**src/rtl/cohort_mshr_pool_arbiter_if.sv**
```systemverilog
// Request/response bus between NUM_SRC source controllers, the MSHR pool arbiter and the NoC2/NoC3 paths.
interface cohort_mshr_pool_arbiter_if #(
  parameter int NUM_SRC = 4,
  parameter int REQ_W   = 176,
  parameter int DATA_W  = 64
);
  logic [NUM_SRC-1:0]       src_en;
  logic [NUM_SRC-1:0]       src_valid;
  logic [NUM_SRC-1:0]       src_ready;
  logic [NUM_SRC*REQ_W-1:0] src_req;
  logic                     snk_valid;
  logic                     snk_ready;
  logic [REQ_W-1:0]         snk_req;
  logic [7:0]               snk_mshrid;
  logic                     rsp_valid;
  logic [7:0]               rsp_mshrid;
  logic [DATA_W-1:0]        rsp_data;
  logic [NUM_SRC-1:0]       src_rsp_valid;
  logic [DATA_W-1:0]        src_rsp_data;

  modport master (
    output src_en, src_valid, src_req, snk_ready, rsp_valid, rsp_mshrid, rsp_data,
    input  src_ready, snk_valid, snk_req, snk_mshrid, src_rsp_valid, src_rsp_data
  );

  modport slave (
    input  src_en, src_valid, src_req, snk_ready, rsp_valid, rsp_mshrid, rsp_data,
    output src_ready, snk_valid, snk_req, snk_mshrid, src_rsp_valid, src_rsp_data
  );
endinterface

```
**src/rtl/cohort_mshr_pool_arbiter.sv**
```systemverilog
// Round-robin N-source arbiter that tags each grant with an MSHR ID from a shared pool and routes responses by owner.
// Optional per-source grant counters are built when COHORT_MSHR_PERF_EN is defined.
module cohort_mshr_pool_arbiter #(
  parameter int NUM_SRC     = 4,
  parameter int MSHR_BASE   = 128,
  parameter int MSHR_NUM    = 16,
  parameter int MAX_OUT_SRC = 8,
  parameter int REQ_W       = 176,
  parameter int DATA_W      = 64
) (
  input  logic                     clk,
  input  logic                     rst_n,
  cohort_mshr_pool_arbiter_if.slave bus,
  output logic [6:0]               outstanding,
  output logic                     err_sticky,
  output logic [NUM_SRC*32-1:0]    perf_grants
);

  localparam int SRC_W = (NUM_SRC > 1) ? $clog2(NUM_SRC) : 1;
  localparam int SUM_W = SRC_W + 1;
  localparam int IDX_W = $clog2(MSHR_NUM);
  localparam int CNT_W = $clog2(MAX_OUT_SRC + 1);
  localparam logic [8:0] ID_LO = 9'(MSHR_BASE);
  localparam logic [8:0] ID_HI = 9'(MSHR_BASE + MSHR_NUM);

  logic [MSHR_NUM-1:0] free_q;
  logic [SRC_W-1:0]    owner_q [MSHR_NUM];
  logic [CNT_W-1:0]    cnt_q   [NUM_SRC];
  logic [SRC_W-1:0]    rr_q;
  logic                slot_valid_q;
  logic [REQ_W-1:0]    slot_req_q;
  logic [7:0]          slot_id_q;
  logic [NUM_SRC-1:0]  rsp_valid_q;
  logic [DATA_W-1:0]   rsp_data_q;

  logic                pool_avail;
  logic                can_load;
  logic                any_elig;
  logic                grant;
  logic [NUM_SRC-1:0]  eligible;
  logic [2*NUM_SRC-1:0] elig_dbl;
  logic [NUM_SRC-1:0]  elig_rot;
  logic [SUM_W-1:0]    rr_sum;
  logic [SRC_W-1:0]    winner;
  logic [SRC_W-1:0]    rr_d;
  logic [REQ_W-1:0]    win_req;
  logic [IDX_W-1:0]    alloc_idx;
  logic                rsp_in_range;
  logic                rsp_hit;
  logic [IDX_W-1:0]    rsp_idx;
  logic [SRC_W-1:0]    rsp_owner;
  logic [MSHR_NUM-1:0] free_d;
  logic [CNT_W-1:0]    cnt_d   [NUM_SRC];
  logic [6:0]          pop_d;

  // A source competes only while it is below its outstanding limit and the pool has an ID left.
  always_comb begin
    pool_avail = |free_q;
    can_load   = !slot_valid_q || bus.snk_ready;
    eligible   = '0;
    for (int i = 0; i < NUM_SRC; i++) begin
      eligible[i] = bus.src_valid[i] && bus.src_en[i] &&
                    (cnt_q[i] < CNT_W'(MAX_OUT_SRC)) && pool_avail;
    end
  end

  always_comb begin
    elig_dbl = {eligible, eligible};
    elig_rot = NUM_SRC'(elig_dbl >> rr_q);
    winner   = '0;
    any_elig = 1'b0;
    rr_sum   = '0;
    for (int k = NUM_SRC - 1; k >= 0; k--) begin
      if (elig_rot[k]) begin
        any_elig = 1'b1;
        rr_sum   = {1'b0, rr_q} + SUM_W'(k);
        if (rr_sum >= SUM_W'(NUM_SRC)) begin
          rr_sum = rr_sum - SUM_W'(NUM_SRC);
        end
        winner = rr_sum[SRC_W-1:0];
      end
    end
    grant = can_load && any_elig;
    rr_d  = rr_q;
    if (grant) begin
      rr_d = (winner == SRC_W'(NUM_SRC - 1)) ? '0 : winner + SRC_W'(1);
    end
  end

  always_comb begin
    bus.src_ready = '0;
    win_req       = '0;
    for (int i = 0; i < NUM_SRC; i++) begin
      if (winner == SRC_W'(i)) begin
        bus.src_ready[i] = grant;
        win_req          = bus.src_req[i*REQ_W +: REQ_W];
      end
    end
  end

  always_comb begin
    alloc_idx = '0;
    for (int i = MSHR_NUM - 1; i >= 0; i--) begin
      if (free_q[i]) begin
        alloc_idx = IDX_W'(i);
      end
    end
  end

  // Only IDs inside the pool window that are currently allocated are routed; anything else is an error.
  always_comb begin
    rsp_in_range = ({1'b0, bus.rsp_mshrid} >= ID_LO) && ({1'b0, bus.rsp_mshrid} < ID_HI);
    rsp_idx      = IDX_W'(bus.rsp_mshrid - ID_LO[7:0]);
    rsp_hit      = bus.rsp_valid && rsp_in_range && !free_q[rsp_idx];
    rsp_owner    = owner_q[rsp_idx];
  end

  // The freed and allocated IDs are always different bits, so both updates apply independently.
  always_comb begin
    free_d = free_q;
    if (grant) begin
      free_d[alloc_idx] = 1'b0;
    end
    if (rsp_hit) begin
      free_d[rsp_idx] = 1'b1;
    end
    for (int i = 0; i < NUM_SRC; i++) begin
      cnt_d[i] = cnt_q[i];
      if (grant && (winner == SRC_W'(i))) begin
        cnt_d[i] = cnt_d[i] + CNT_W'(1);
      end
      if (rsp_hit && (rsp_owner == SRC_W'(i))) begin
        cnt_d[i] = cnt_d[i] - CNT_W'(1);
      end
    end
    pop_d = '0;
    for (int i = 0; i < MSHR_NUM; i++) begin
      if (!free_d[i]) begin
        pop_d = pop_d + 7'd1;
      end
    end
  end

  always_ff @(posedge clk or negedge rst_n) begin
    if (!rst_n) begin
      free_q       <= '1;
      rr_q         <= '0;
      slot_valid_q <= 1'b0;
      slot_req_q   <= '0;
      slot_id_q    <= '0;
      rsp_valid_q  <= '0;
      rsp_data_q   <= '0;
      outstanding  <= '0;
      err_sticky   <= 1'b0;
      for (int i = 0; i < MSHR_NUM; i++) begin
        owner_q[i] <= '0;
      end
      for (int i = 0; i < NUM_SRC; i++) begin
        cnt_q[i] <= '0;
      end
    end else begin
      free_q      <= free_d;
      outstanding <= pop_d;
      rr_q        <= rr_d;
      for (int i = 0; i < NUM_SRC; i++) begin
        cnt_q[i] <= cnt_d[i];
      end
      if (grant) begin
        slot_valid_q       <= 1'b1;
        slot_req_q         <= win_req;
        slot_id_q          <= ID_LO[7:0] + 8'(alloc_idx);
        owner_q[alloc_idx] <= winner;
      end else if (bus.snk_ready) begin
        slot_valid_q <= 1'b0;
      end
      rsp_valid_q <= '0;
      if (rsp_hit) begin
        rsp_valid_q[rsp_owner] <= 1'b1;
        rsp_data_q             <= bus.rsp_data;
      end
      if (bus.rsp_valid && !rsp_hit) begin
        err_sticky <= 1'b1;
      end
    end
  end

  assign bus.snk_valid     = slot_valid_q;
  assign bus.snk_req       = slot_req_q;
  assign bus.snk_mshrid    = slot_id_q;
  assign bus.src_rsp_valid = rsp_valid_q;
  assign bus.src_rsp_data  = rsp_data_q;

`ifdef COHORT_MSHR_PERF_EN
  logic [31:0] perf_q [NUM_SRC];

  always_ff @(posedge clk or negedge rst_n) begin
    if (!rst_n) begin
      for (int i = 0; i < NUM_SRC; i++) begin
        perf_q[i] <= '0;
      end
    end else if (grant) begin
      perf_q[winner] <= perf_q[winner] + 32'd1;
    end
  end

  always_comb begin
    perf_grants = '0;
    for (int i = 0; i < NUM_SRC; i++) begin
      perf_grants[i*32 +: 32] = perf_q[i];
    end
  end
`else
  assign perf_grants = '0;
`endif

endmodule

```
**src/flat_wrapper.sv**
```systemverilog
// flat-port wrapper written by rule: the top's interface ports become plain ports
module cohort_mshr_pool_arbiter_flat 
#(
  parameter int NUM_SRC     = 4,
  parameter int MSHR_BASE   = 128,
  parameter int MSHR_NUM    = 16,
  parameter int MAX_OUT_SRC = 8,
  parameter int REQ_W       = 176,
  parameter int DATA_W      = 64
)
  (clk, rst_n, outstanding, err_sticky, perf_grants, bus_src_en, bus_src_valid, bus_src_req, bus_snk_ready, bus_rsp_valid, bus_rsp_mshrid, bus_rsp_data, bus_src_ready, bus_snk_valid, bus_snk_req, bus_snk_mshrid, bus_src_rsp_valid, bus_src_rsp_data);
  cohort_mshr_pool_arbiter_if #(.NUM_SRC(NUM_SRC), .REQ_W(REQ_W), .DATA_W(DATA_W)) bus_i ();
  input  logic clk;
  input  logic rst_n;
  output logic [6:0] outstanding;
  output logic err_sticky;
  output logic [NUM_SRC*32-1:0] perf_grants;
  input wire logic [$bits(bus_i.src_en)-1:0] bus_src_en;
  input wire logic [$bits(bus_i.src_valid)-1:0] bus_src_valid;
  input wire logic [$bits(bus_i.src_req)-1:0] bus_src_req;
  input wire logic [$bits(bus_i.snk_ready)-1:0] bus_snk_ready;
  input wire logic [$bits(bus_i.rsp_valid)-1:0] bus_rsp_valid;
  input wire logic [$bits(bus_i.rsp_mshrid)-1:0] bus_rsp_mshrid;
  input wire logic [$bits(bus_i.rsp_data)-1:0] bus_rsp_data;
  output wire logic [$bits(bus_i.src_ready)-1:0] bus_src_ready;
  output wire logic [$bits(bus_i.snk_valid)-1:0] bus_snk_valid;
  output wire logic [$bits(bus_i.snk_req)-1:0] bus_snk_req;
  output wire logic [$bits(bus_i.snk_mshrid)-1:0] bus_snk_mshrid;
  output wire logic [$bits(bus_i.src_rsp_valid)-1:0] bus_src_rsp_valid;
  output wire logic [$bits(bus_i.src_rsp_data)-1:0] bus_src_rsp_data;
  assign bus_i.src_en = bus_src_en;
  assign bus_i.src_valid = bus_src_valid;
  assign bus_i.src_req = bus_src_req;
  assign bus_i.snk_ready = bus_snk_ready;
  assign bus_i.rsp_valid = bus_rsp_valid;
  assign bus_i.rsp_mshrid = bus_rsp_mshrid;
  assign bus_i.rsp_data = bus_rsp_data;
  assign bus_src_ready = bus_i.src_ready;
  assign bus_snk_valid = bus_i.snk_valid;
  assign bus_snk_req = bus_i.snk_req;
  assign bus_snk_mshrid = bus_i.snk_mshrid;
  assign bus_src_rsp_valid = bus_i.src_rsp_valid;
  assign bus_src_rsp_data = bus_i.src_rsp_data;
  cohort_mshr_pool_arbiter #(.NUM_SRC(NUM_SRC), .MSHR_BASE(MSHR_BASE), .MSHR_NUM(MSHR_NUM), .MAX_OUT_SRC(MAX_OUT_SRC), .REQ_W(REQ_W), .DATA_W(DATA_W)) u_core (.clk(clk), .rst_n(rst_n), .bus(bus_i), .outstanding(outstanding), .err_sticky(err_sticky), .perf_grants(perf_grants));
endmodule
```
**config.mk**
```make
export PLATFORM = sky130hd
export DESIGN_NAME = cohort_mshr_pool_arbiter_flat
export DESIGN_NICKNAME = d
export VERILOG_FILES = /design/src/rtl/cohort_mshr_pool_arbiter_if.sv /design/src/rtl/cohort_mshr_pool_arbiter.sv /design/src/flat_wrapper.sv
export SDC_FILE = /design/constraint.sdc
export NUM_CORES = 1
export LEC_CHECK = 0
export ABC_AREA = 1
export BUFFER_PORTS_ARGS = -buffer_cell sky130_fd_sc_hd__buf_4
export CAP_MARGIN = 10
export CORE_AREA = 2 2 456 458
export DETAILED_ROUTE_END_ITERATION = 7
export DIE_AREA = 0 0 458 460
export PLACE_DENSITY = 0.3
export SYNTH_ARGS = -nofsm -noshare
export SYNTH_HDL_FRONTEND = slang
export SYNTH_SLANG_ARGS = --single-unit
```
**constraint.sdc**
```tcl
create_clock -name clk -period 8.55 [get_ports clk]
set_clock_uncertainty 0.15 [all_clocks]
set_input_delay 0.4275 -clock clk [delete_from_list [all_inputs] [get_ports clk]]
set_output_delay 0.4275 -clock clk [all_outputs]
set_load 0.01 [all_outputs]
```
Word level (Yosys, flattened, before mapping)

Cells that the tools add are included.

Output and inout port bits: 393
Word-level logic and storage cells: 210
Flip-flop bits (word level): 327
Input bits: 788

Bitwise operators: 5
Multiplexer cells: 80
Magnitude comparators: 19
Eq/ne operators: 6
Shifts and indexed selects: 1
Add/sub/neg operators: 33
Reductions and logical operators: 37

Operators by type and width:

| cell                  | count |
|---|---|
| $mux W176             | 4 |
| $mux W7               | 15 |
| $mux W4               | 25 |
| $add A7 B1 Y7 const B | 14 |
| $bwmux W32            | 1 |
| $mux W16              | 2 |
| $logic_and A1 B1 Y1   | 29 |
| $mux W2               | 12 |
| $sub A4 B1 Y4 const B | 5 |
| $add A4 B1 Y4 const B | 4 |
| $and A16 B16 Y16      | 1 |
| $lt A4 B4 Y1 const B  | 4 |
| $not A16 Y16          | 1 |
| $or A16 B16 Y16       | 1 |
| $reduce_or A16 Y1     | 1 |
| $mux W1               | 15 |
| $ge A5 B5 Y1 const B  | 2 |
| $lt A4 B5 Y1 const B  | 2 |
| $not A4 Y5            | 2 |
| $ge A3 B3 Y1 const B  | 3 |
| $add A8 B4 Y8 const A | 1 |
| $bmux W2 S4           | 1 |
| $demux W1 S4          | 2 |
| $demux W2 S4          | 1 |
| other kinds (21)      | 33 |

Depth between registers and ports, before layout

Gate-level depths: netlist (run 1).

Word-level depth: 56
Depth in mapped cells: 75

Least setup slack after synthesis (run 1)

Ideal clock, no wire load.

Path type: reg-to-reg
Start: register u_core.free_q[14]
End: register u_core.outstanding[6]
Slack: -0.674 ns
Data arrival time: 8.956 ns
Period minus slack after synthesis: 9.224 ns
Cell stages (with the launch flop): 73
Required time: 8.283 ns
Path buffers: 0
Cell sequence: dfstp_2 > inv_1 > nand2_1 > nand2_1 > nand2_1 > nand2_1 > nand2_1 > nand2_1 > nand2_1 > nand2_1 > nand2_1 > nand2_1 > nand2_1 > nand2_1 > nand2_1 > nand2_1 > nand2_1 > nor2_2 > [... 37 more ...] > nand2_1 > ha_1 > nand2_1 > nand2_1 > ha_1 > or2_2 > o21ai_0 > inv_1 > ha_1 > o21ai_0 > inv_1 > ha_1 > nand2_1 > nor2_1 > nand3_1 > nor2_2 > nand3_1 > nand2_1

Elaborated cells between the ends (all ways): 71
Those cells by class: add/sub: 15; order compare: 2; shift: 1; mux: 41; bitwise: 3; reduce/logical: 9

RTL lines:

| element                                                                   | RTL line                        | source |
|---|---|---|
| from (decl)                                                               | cohort_mshr_pool_arbiter.sv:26  | `logic [MSHR_NUM-1:0] free_q;` |
| from (signal assigned)                                                    | cohort_mshr_pool_arbiter.sv:162 | `free_q <= free_d;` |
| $mux W4 (15 in series)                                                    | cohort_mshr_pool_arbiter.sv:104 | `if (free_q[i]) begin` |
| $lt A4 B5 Y1 (implied by the code) / $ge A4 B1 Y1 (equally long branches) | cohort_mshr_pool_arbiter.sv:122 | `free_d[alloc_idx] = 1'b0;` |
| $logic_and A1 B1 Y1 (implied by the code)                                 | cohort_mshr_pool_arbiter.sv:122 |  |
| $mux W1 (implied by the code)                                             | cohort_mshr_pool_arbiter.sv:122 |  |
| $demux W1 S4                                                              | -                               |  |
| $not A16 Y16 (no line)                                                    | -                               |  |
| $and A16 B16 Y16 (no line)                                                | -                               |  |
| $mux W16                                                                  | cohort_mshr_pool_arbiter.sv:121 | `if (grant) begin` |
| [... 2 more ...]                                                          | -                               |  |
| net u_core.free_d[1]                                                      | cohort_mshr_pool_arbiter.sv:52  | `logic [MSHR_NUM-1:0] free_d;` |
| [... 22 more ...]                                                         | -                               |  |
| $mux W7 (*)                                                               | cohort_mshr_pool_arbiter.sv:138 | `if (!free_d[i]) begin` |
| $add A7 B1 Y7                                                             | cohort_mshr_pool_arbiter.sv:139 | `pop_d = pop_d + 7'd1;` |
| $mux W7 (*)                                                               | cohort_mshr_pool_arbiter.sv:138 |  |
| $add A7 B1 Y7                                                             | cohort_mshr_pool_arbiter.sv:139 |  |
| $mux W7 (*)                                                               | cohort_mshr_pool_arbiter.sv:138 |  |
| $add A7 B1 Y7                                                             | cohort_mshr_pool_arbiter.sv:139 |  |
| $mux W7 (*)                                                               | cohort_mshr_pool_arbiter.sv:138 |  |
| net u_core.pop_d[6]                                                       | cohort_mshr_pool_arbiter.sv:54  | `logic [6:0] pop_d;` |
| to (signal assigned)                                                      | cohort_mshr_pool_arbiter.sv:163 | `outstanding <= pop_d;` |
| to (decl)                                                                 | cohort_mshr_pool_arbiter.sv:14  | `output logic [6:0] outstanding,` |

The timed path passes the listed nets; every way through them passes the cells marked *. The select of a mux whose other input is x is not followed.
A chain may end at the register's enable or synchronous reset.

Worst setup path in the final report (run 1)

Start: register u_core.free_q[14]
End: register u_core.outstanding[3]

Same word-level chain as after synthesis.

==> results of run 1 <==
==> cell type report <==
| cell class | instances | area (sq um) | area share, % |
|---|---|---|---|
| repair buffers | 1623 | 13300 | 35.0 |
| diodes | 24 | 60.1 | 0.158 |
| multi-input cells | 1867 | 10900 | 28.6 |
| well taps | 2704 | 3380 | 8.89 |
| flip-flops and latches | 324 | 8130 | 21.4 |
| inverters | 125 | 487 | 1.28 |
| clock buffers | 75 | 1540 | 4.04 |
| clock inverters | 16 | 240 | 0.632 |
==> flip-flops by register name (all words and copies together), names as in the netlist <==
register and flops:
u_core.bus.snk_mshrid 5, u_core.outstanding 7, u_core.owner_q 32, u_core.cnt_q 16, u_core.free_q 16, u_core.bus.snk_valid 1, u_core.bus.src_rsp_valid 4, u_core.bus.snk_req 176
u_core.err_sticky 1, u_core.rr_q 2, u_core.bus.src_rsp_data 64
==> layout by cell type, fill, tap and decap left out, types with 20 or more instances in the layout <==
master	netlist	routed
nand3_2	27	27
dfrtp_1	308	308
dlygate4sd3_1	0	391
nand3_1	77	64
o311ai_0	176	176
o21ai_0	51	47
nand2_1	762	718
inv_2	13	20
inv_1	111	100
buf_4	131	1214
nor2_1	240	229
nand2_4	12	42
diode_2	0	24
nor2_2	19	21
a221oi_1	177	175
nand2_2	39	52
conb_1	1	131
clkbuf_16	0	51
==> synthesized netlist by cell type, drive strengths merged, types with 4 or more instances <==
library cell / n / area (sq um)
dfrtp: 308 / 7710
o22ai: 10 / 68.8
a221oi: 177 / 1550
xor2: 9 / 78.8
buf: 140 / 1030
a22oi: 8 / 60.1
dfstp: 16 / 420
nand2: 813 / 3240
a31oi: 4 / 25.0
mux2i: 8 / 80.1
a21oi: 10 / 50.1
nor3: 5 / 25.0
nor2: 264 / 1080
o21ai: 63 / 330
or2: 7 / 43.8
nand4: 14 / 87.6
o311ai: 176 / 1540
clkbuf: 148 / 556
xnor2: 20 / 175
nand3b: 7 / 52.6
inv: 124 / 465
nand3: 108 / 726
ha: 27 / 338
==> per-layer routing <==
layer	share of wire, %	global-route usage (%)	wire (um)
met2	53	26.7	83400
met4	2.4	3.33	3800
met5	0.039	0	62
met1	38	16.0	60100
met3	6.9	4.00	10900
==> how the worst min path moves through the flow <==
stage / from / cells after the start / slack [ps] / end
after floorplan: rst_n / 0 / -20 / u_core.bus.snk_mshrid[0]
final: bus_src_req[567] / 3 / 50 / u_core.bus.snk_req[39]
after global placement: u_core.err_sticky / 1 / 300 / u_core.err_sticky
after global routing: bus_src_req[529] / 3 / 30 / u_core.bus.snk_req[1]
after detailed placement: u_core.err_sticky / 1 / 300 / u_core.err_sticky
after CTS: bus_src_req[487] / 3 / 0.3 / u_core.bus.snk_req[135]
==> cell families (layout without fill, tap and decap cells) <==
| group | Yosys count | after routing | synth area share, % |
|---|---|---|---|
| simple gates | 1220 | 1220 | 26.6 |
| compound gates | 452 | 452 | 18.5 |
| buf+inv | 413 | 1839 | 10.4 |
| flops | 324 | 324 | 41.1 |
| xor+xnor | 29 | 29 | 1.28 |
| fa+ha+maj | 27 | 27 | 1.71 |
| mux | 8 | 8 | 0.405 |
| other cells | 1 | 155 | 0.0190 |
==> timing repair <==
item,CTS,global route
buffers inserted,41,10
pin swaps,48,67
endpoints found under the hold margin,311,0
gates resized for setup,27,124
endpoints found under the setup margin,6,6
hold buffers,391,0
==> per-stage QoR <==
stage / setup WS [ps] / std cells / hold WS [ps]
6_report: 218 / 6758 / 49.6
5_1_grt: -292 / 6744 / 28.8
4_1_cts: -397 / 6728 / 0.338
3_5_place_dp: -568 / 6206 / 299
3_3_place_gp: -559 / 6206 / 301
2_1_floorplan: 45.2 / 2604 / -18.1
==> worst max-delay path, delay by kind of cell, from the launching register on <==
kind / cells / cell delay (ps)
fa+ha+maj: 11 / 2680
compound gates: 3 / 180
xor+xnor: 1 / 130
flops: 1 / 550
buf+inv: 15 / 1340
simple gates: 43 / 3200
==> metrics, run 1 <==
area grow syn2layout=92.3%; Ys Warns=0; reg2reg path depth=73; status=finished clean; WP data arrival=8720 ps; crit path from=u_core.free_q[14]; fmax=0.120 GHz; Filler Cells Inserted=23.4k; drc violations=0; initial antenna violation count=90; DRT Wirelength=158 mm; I/O pin count=1181; initial core utilization=9.60%; post-synth design cell area=19800 sq um; RD Place Congestion=0.819; largest net degree at the start of global routing=125; Synth Instances=2474; Critical Path End=u_core.outstanding[3]; Crit Reg-Reg Endpoint=u_core.outstanding[3]; final period utilization=97.4%; Reg2Reg Launch Point=u_core.free_q[14]; Starting DRT DRC Count=1285; syn avg cell area=8.00 sq um; Total Neg Setup Slack=0 ps; Total Routing Usage GR=14.4%; Final Hold Viols=0; Pre-antenna DRT Iters=5; die area=211000 sq um; Slew Viols, Final=0; sequential element share of the synthesized area=41.1%; number of CTS-inserted buffers=50; max incr delay on CP=550 ps; ANT nets after route=0; slack of the worst reg-to-reg path=220 ps; Clk pin slew, worst setup/hold paths=60 ps; drt via density=3.64; worst skew pair latency=650 ps; Slew @ Worst Pin=1340 ps; H-tree levels=2; hpwl dp=125 mm; number of synthesized flops with an enable pin=0; Tmin final=8330 ps; Post-synth ARST share=100%; RSZ-0062 raised after global routing=yes; CORE AREA=206000 sq um; Worst slew margin=10.7%; endpoint class of the critical path=register; share of cells above drive strength 1=39.0%; total number of vias=24.6k; Clock Sinks=324; HP Class=in -> reg; row count=167; PortBufs=1049; Synth cell types=45; final core occ=18.5%; Die Wd=458 um; DR WL/cell=23.4 um; top_reg_cell synth=dfrtp_1; clk buf depth=3; Final nets=4806; CP required=8940 ps; most frequent CP cell=nand2_4; CTS tree=done; Final setup violation count=0; GR Overflow Total=0; root buffer cell=clkbuf_16; Setup CP Type=reg -> reg; first-pass GRT wire length=212 mm; post-route cell area=38000 sq um; Die Ht=460 um; crit-path max FO=3; max-cap violations=0; placed cell area=31200 sq um; CP Launch Type=register; CP max-delay cell=dfstp_2; vias in the first global route=25.7k; #FFs+latches synth=324
Power of run 1 is not shown: default switching activity piles up to over one toggle a cycle in this logic, so the estimate is an artifact.
==> inputs of run 2 (changes only) <==
Settings changed: HOLD_SLACK_MARGIN from default to 0.02, PLACE_DENSITY 0.3 to 0.37, SETUP_SLACK_MARGIN from default to 0.3.
==> metrics, run 2 (synthesis gave the netlist of run 1 again) <==
Clk pin slew, worst setup/hold paths=60 ps; root buffer cell=clkbuf_16; Die Ht=460 um; CP Launch Type=register; commonest non-fill, non-tap cell in the layout=buf_4; drc violations=0; setup slack after layout=-29.0 ps; met2 GRT Util=27.7%; initial core utilization=9.60%; final core occ=18.9%; number of CTS-inserted buffers=50; worst skew pair latency=680 ps; I/O pin count=1181; share of cells above drive strength 1=40.2%; die area=211000 sq um; Setup CP Type=reg -> reg; clk buf depth=3; status=complete, but fails checks; first-pass GRT wire length=215 mm; RSZ-0062 raised after global routing=yes; initial antenna violation count=107; max incr delay on CP=380 ps; largest net degree at the start of global routing=116; DRT Wirelength=162 mm; CP required=8960 ps; HP Class=in -> reg; grt met3 use=3.50%; most frequent CP cell=nand2_4; fmax=0.117 GHz; drt via density=3.68; DR WL/cell=23.8 um; ANT nets after route=0; Final setup violation count=1; PortBufs=1049; final period utilization=100%; vias in the first global route=25.7k; endpoint class of the critical path=register; post-placement setup slack=-498 ps; CORE AREA=206000 sq um; Clock Sinks=324; Final nets=4875; row count=167; Tmin final=8580 ps; Pre-antenna DRT Iters=7; CTS tree=done; Starting DRT DRC Count=1472; hpwl dp=129 mm; Slew @ Worst Pin=1190 ps; met1 GRT Util=15.6%; number of flip-flops in the largest register=176; GR Overflow Total=0; Worst slew margin=19.8%; Slew Viols, Final=0; Final Hold Viols=0; H-tree levels=2; total number of vias=25.1k; most frequent cells in the layout=1217 x buf_4, 713 x nand2_1, 401 x dlygate4sd3_1; RD Place Congestion=0.928; WP data arrival=8990 ps; max-cap violations=0; area grow syn2layout=96.5%; Total Routing Usage GR=14.7%; failing checks=negative setup slack; CP max-delay cell=dfstp_2; Die Wd=458 um; crit-path max FO=9; gr busiest metal=met2
run 2: cell count changes in the layout (fill, tap and decap cells not counted), moves of 5 or more:
| cell | change |
|---|---|
| nand3_1 | -7 |
| nand3_2 | +5 |
| buf_6 | +62 |
| buf_12 | -6 |
| inv_2 | +6 |
| dlygate4sd3_1 | +10 |
| clkbuf_8 | -10 |
| nand2_1 | -5 |
| nand2_4 | +7 |
run 2: critical path: cells and delay by family (launching register included):
family,cells,cell delay (ps)
buffers and inverters,8,590
adders and majority gates,14,3310
DFF,1,380
AOI/OAI and AO/OA,3,190
and+or+nand+nor,42,3820
run 2: timing repair:
action | CTS | global route
pin swaps | 60 | 99
hold buffers | 401 | 0
resized for setup | 65 | 174
hold endpoints to repair | 316 | 0
buffers inserted | 98 | 18
setup endpoints to repair | 6 | 6
run 2: area by class of cell:
| cell class | count | area (sq um) |
|---|---|---|
| fill | 23278 | 167000 |
| timing repair buffer | 1692 | 14000 |
| multi-input combinational | 1867 | 11000 |
| sequential | 324 | 8130 |
| tap | 2704 | 3380 |
| clock buffer | 64 | 1400 |
| inverter | 125 | 484 |
| clock inverter | 28 | 384 |
| antenna | 21 | 52.6 |
run 2: layer usage:
layer	share of wire (%)	wire length [um]	up-vias
li1	-	-	11547
met3	6.2	10100	311
met1	36	58300	12175
met5	0.023	37	-
met2	54	87300	1058
met4	4.1	6640	8
run 2: worst paths after layout:
check,start,to,slack [ps],depth (start not counted)
max reg2reg,u_core.free_q[15],u_core.outstanding[6],-30,67
max in group asynchronous,rst_n,u_core.bus.snk_req[129],6050,4
min,bus_src_req[652],u_core.bus.snk_req[124],50,3
min reg2reg,u_core.err_sticky,u_core.err_sticky,310,1
min in group asynchronous,rst_n,u_core.bus.src_rsp_data[13],140,2
max,u_core.free_q[15],u_core.outstanding[6],-30,67
run 2: metrics by stage:
stage	instances	instance area, sq um	setup TNS, ps	hold WS, ps
detailed placement	6195	31100	-2110	302
global route	6823	38900	-2290	51.2
floorplan	2604	20400	0	-18.1
global placement	6195	31100	-1910	293
finish	6825	38900	-29.0	53.4
CTS	6786	37900	-617	21.8
Power of run 2 is left out for the same reason.
==> inputs of run 3 (changes only) <==
Settings changed: HOLD_SLACK_MARGIN 0.02 to default, SETUP_SLACK_MARGIN 0.3 to 0.2.
==> metrics, run 3 (synthesis gave the netlist of run 1 again) <==
WP data arrival=8950 ps; drc violations=0; CTS tree=done; Clk pin slew, worst setup/hold paths=60 ps; Final setup violation count=0; CORE AREA=206000 sq um; row count=167; CP Launch Type=register; hold endpoint=u_core.bus.snk_req[98]; max-cap violations=0; total number of vias=25.3k; worst skew pair latency=690 ps; final period utilization=99.8%; initial antenna violation count=104; most frequent cells in the layout=1180 x buf_4, 716 x nand2_1, 381 x dlygate4sd3_1; Slew @ Worst Pin=1080 ps; Crit Reg-Reg Endpoint=u_core.outstanding[3]; DRT Wirelength=164 mm; area grow syn2layout=94.8%; sequential cell area=8130 sq um; share of cells above drive strength 1=40.0%; first-pass GRT wire length=217 mm; Reg2Reg Launch Point=u_core.free_q[10]; Die Wd=458 um; max incr delay on CP=370 ps; Pre-antenna DRT Iters=5; die area=211000 sq um; Tmin final=8530 ps; Slew Viols, Final=0; Setup CP Type=reg -> reg; Final nets=4854; Die Ht=460 um; GR Overflow Total=0; Total Routing Usage GR=14.7%; drt via density=3.72; hpwl dp=130 mm; H-tree levels=2; Clock Sinks=324; Filler Cells Inserted=23.3k; DR WL/cell=24.1 um; PortBufs=1049; most frequent CP cell=nand2_4; initial core utilization=9.60%; status=complete, but fails checks; hold_sp=bus_src_req[626]; Worst slew margin=27.9%; HP Class=in -> reg; final hold slack=-3.69 ps; fmax=0.117 GHz; final core occ=18.7%; clk buf depth=3; RSZ-0062 raised after global routing=yes; reg2reg path depth=63; Final Hold Viols=1; Hold Crit Depth=3; number of CTS-inserted buffers=48; CP required=8970 ps; number of flip-flops in the largest register=176; multi-input logic area=10900 sq um; CP max-delay cell=dfstp_2; endpoint class of the critical path=register; ANT nets after route=0; slack of the worst reg-to-reg path=20 ps; RD Place Congestion=0.876; failing checks=negative hold slack; root buffer cell=clkbuf_16; crit-path max FO=9; largest net degree at the start of global routing=128; commonest non-fill, non-tap cell in the layout=buf_4; I/O pin count=1181; vias in the first global route=25.9k; Starting DRT DRC Count=1448
-- run 3: worst max path at each step --
| stage | start | to | slack, ps | cells after the start |
|---|---|---|---|---|
| final | u_core.free_q[10] | u_core.outstanding[3] | 20 | 63 |
| after global routing | u_core.free_q[14] | u_core.outstanding[6] | -440 | 85 |
| after CTS | u_core.free_q[14] | u_core.outstanding[6] | -200 | 84 |
| after detailed placement | bus_rsp_mshrid[0] | u_core.outstanding[6] | -610 | 63 |
| after global placement | bus_rsp_mshrid[0] | u_core.outstanding[6] | -520 | 63 |
| after floorplan | u_core.free_q[14] | u_core.outstanding[4] | 200 | 70 |
-- run 3: timing repair --
| item | in CTS | in global routing |
|---|---|---|
| buffers inserted | 120 | 11 |
| pin swaps | 24 | 75 |
| hold buffers | 381 | 0 |
| endpoints found under the setup margin | 6 | 6 |
| resized for setup | 34 | 221 |
| endpoints found under the hold margin | 303 | 0 |
-- run 3: final cells by class --
class                      instances  area share [%]
timing repair buffer            1673            36.3
multi-input combinational       1867            28.3
sequential                       324            21.1
tap                             2704            8.78
clock buffer                      66            3.53
inverter                         125            1.27
clock inverter                    15           0.552
antenna                           26           0.169
-- run 3: metrics by stage --
step	setup TNS, ps	std cells	instance area, sq um	hold slack [ps]	setup WS [ps]
2_1_floorplan	0	2604	20400	-18.1	199
3_3_place_gp	-2370	6181	31000	251	-520
3_5_place_dp	-2840	6181	31000	251	-605
4_1_cts	-641	6763	37500	2.53	-201
5_1_grt	-2110	6785	38500	38.6	-444
6_report	0	6800	38500	-3.69	19.7
-- run 3: metal layers --
metal  global-route usage, %  up-vias  wire (um)  share of wire, %
met1                    15.8    12404      58700                36
met5                       0        -         62             0.038
met2                    28.6     1082      88800                54
li1                        -    11488          -                 -
met4                    3.72       10       5990               3.7
met3                    3.29      310      10000               6.1
-- run 3: worst max-delay path, delay by kind of cell (launching register included) --
family | cells | cell delay, ps
fa+ha+maj | 13 | 3180
xor+xnor | 1 | 130
compound gates | 3 | 180
flops | 1 | 370
buf+inv | 9 | 730
simple gates | 37 | 3640
Power of run 3 is left out for the same reason.
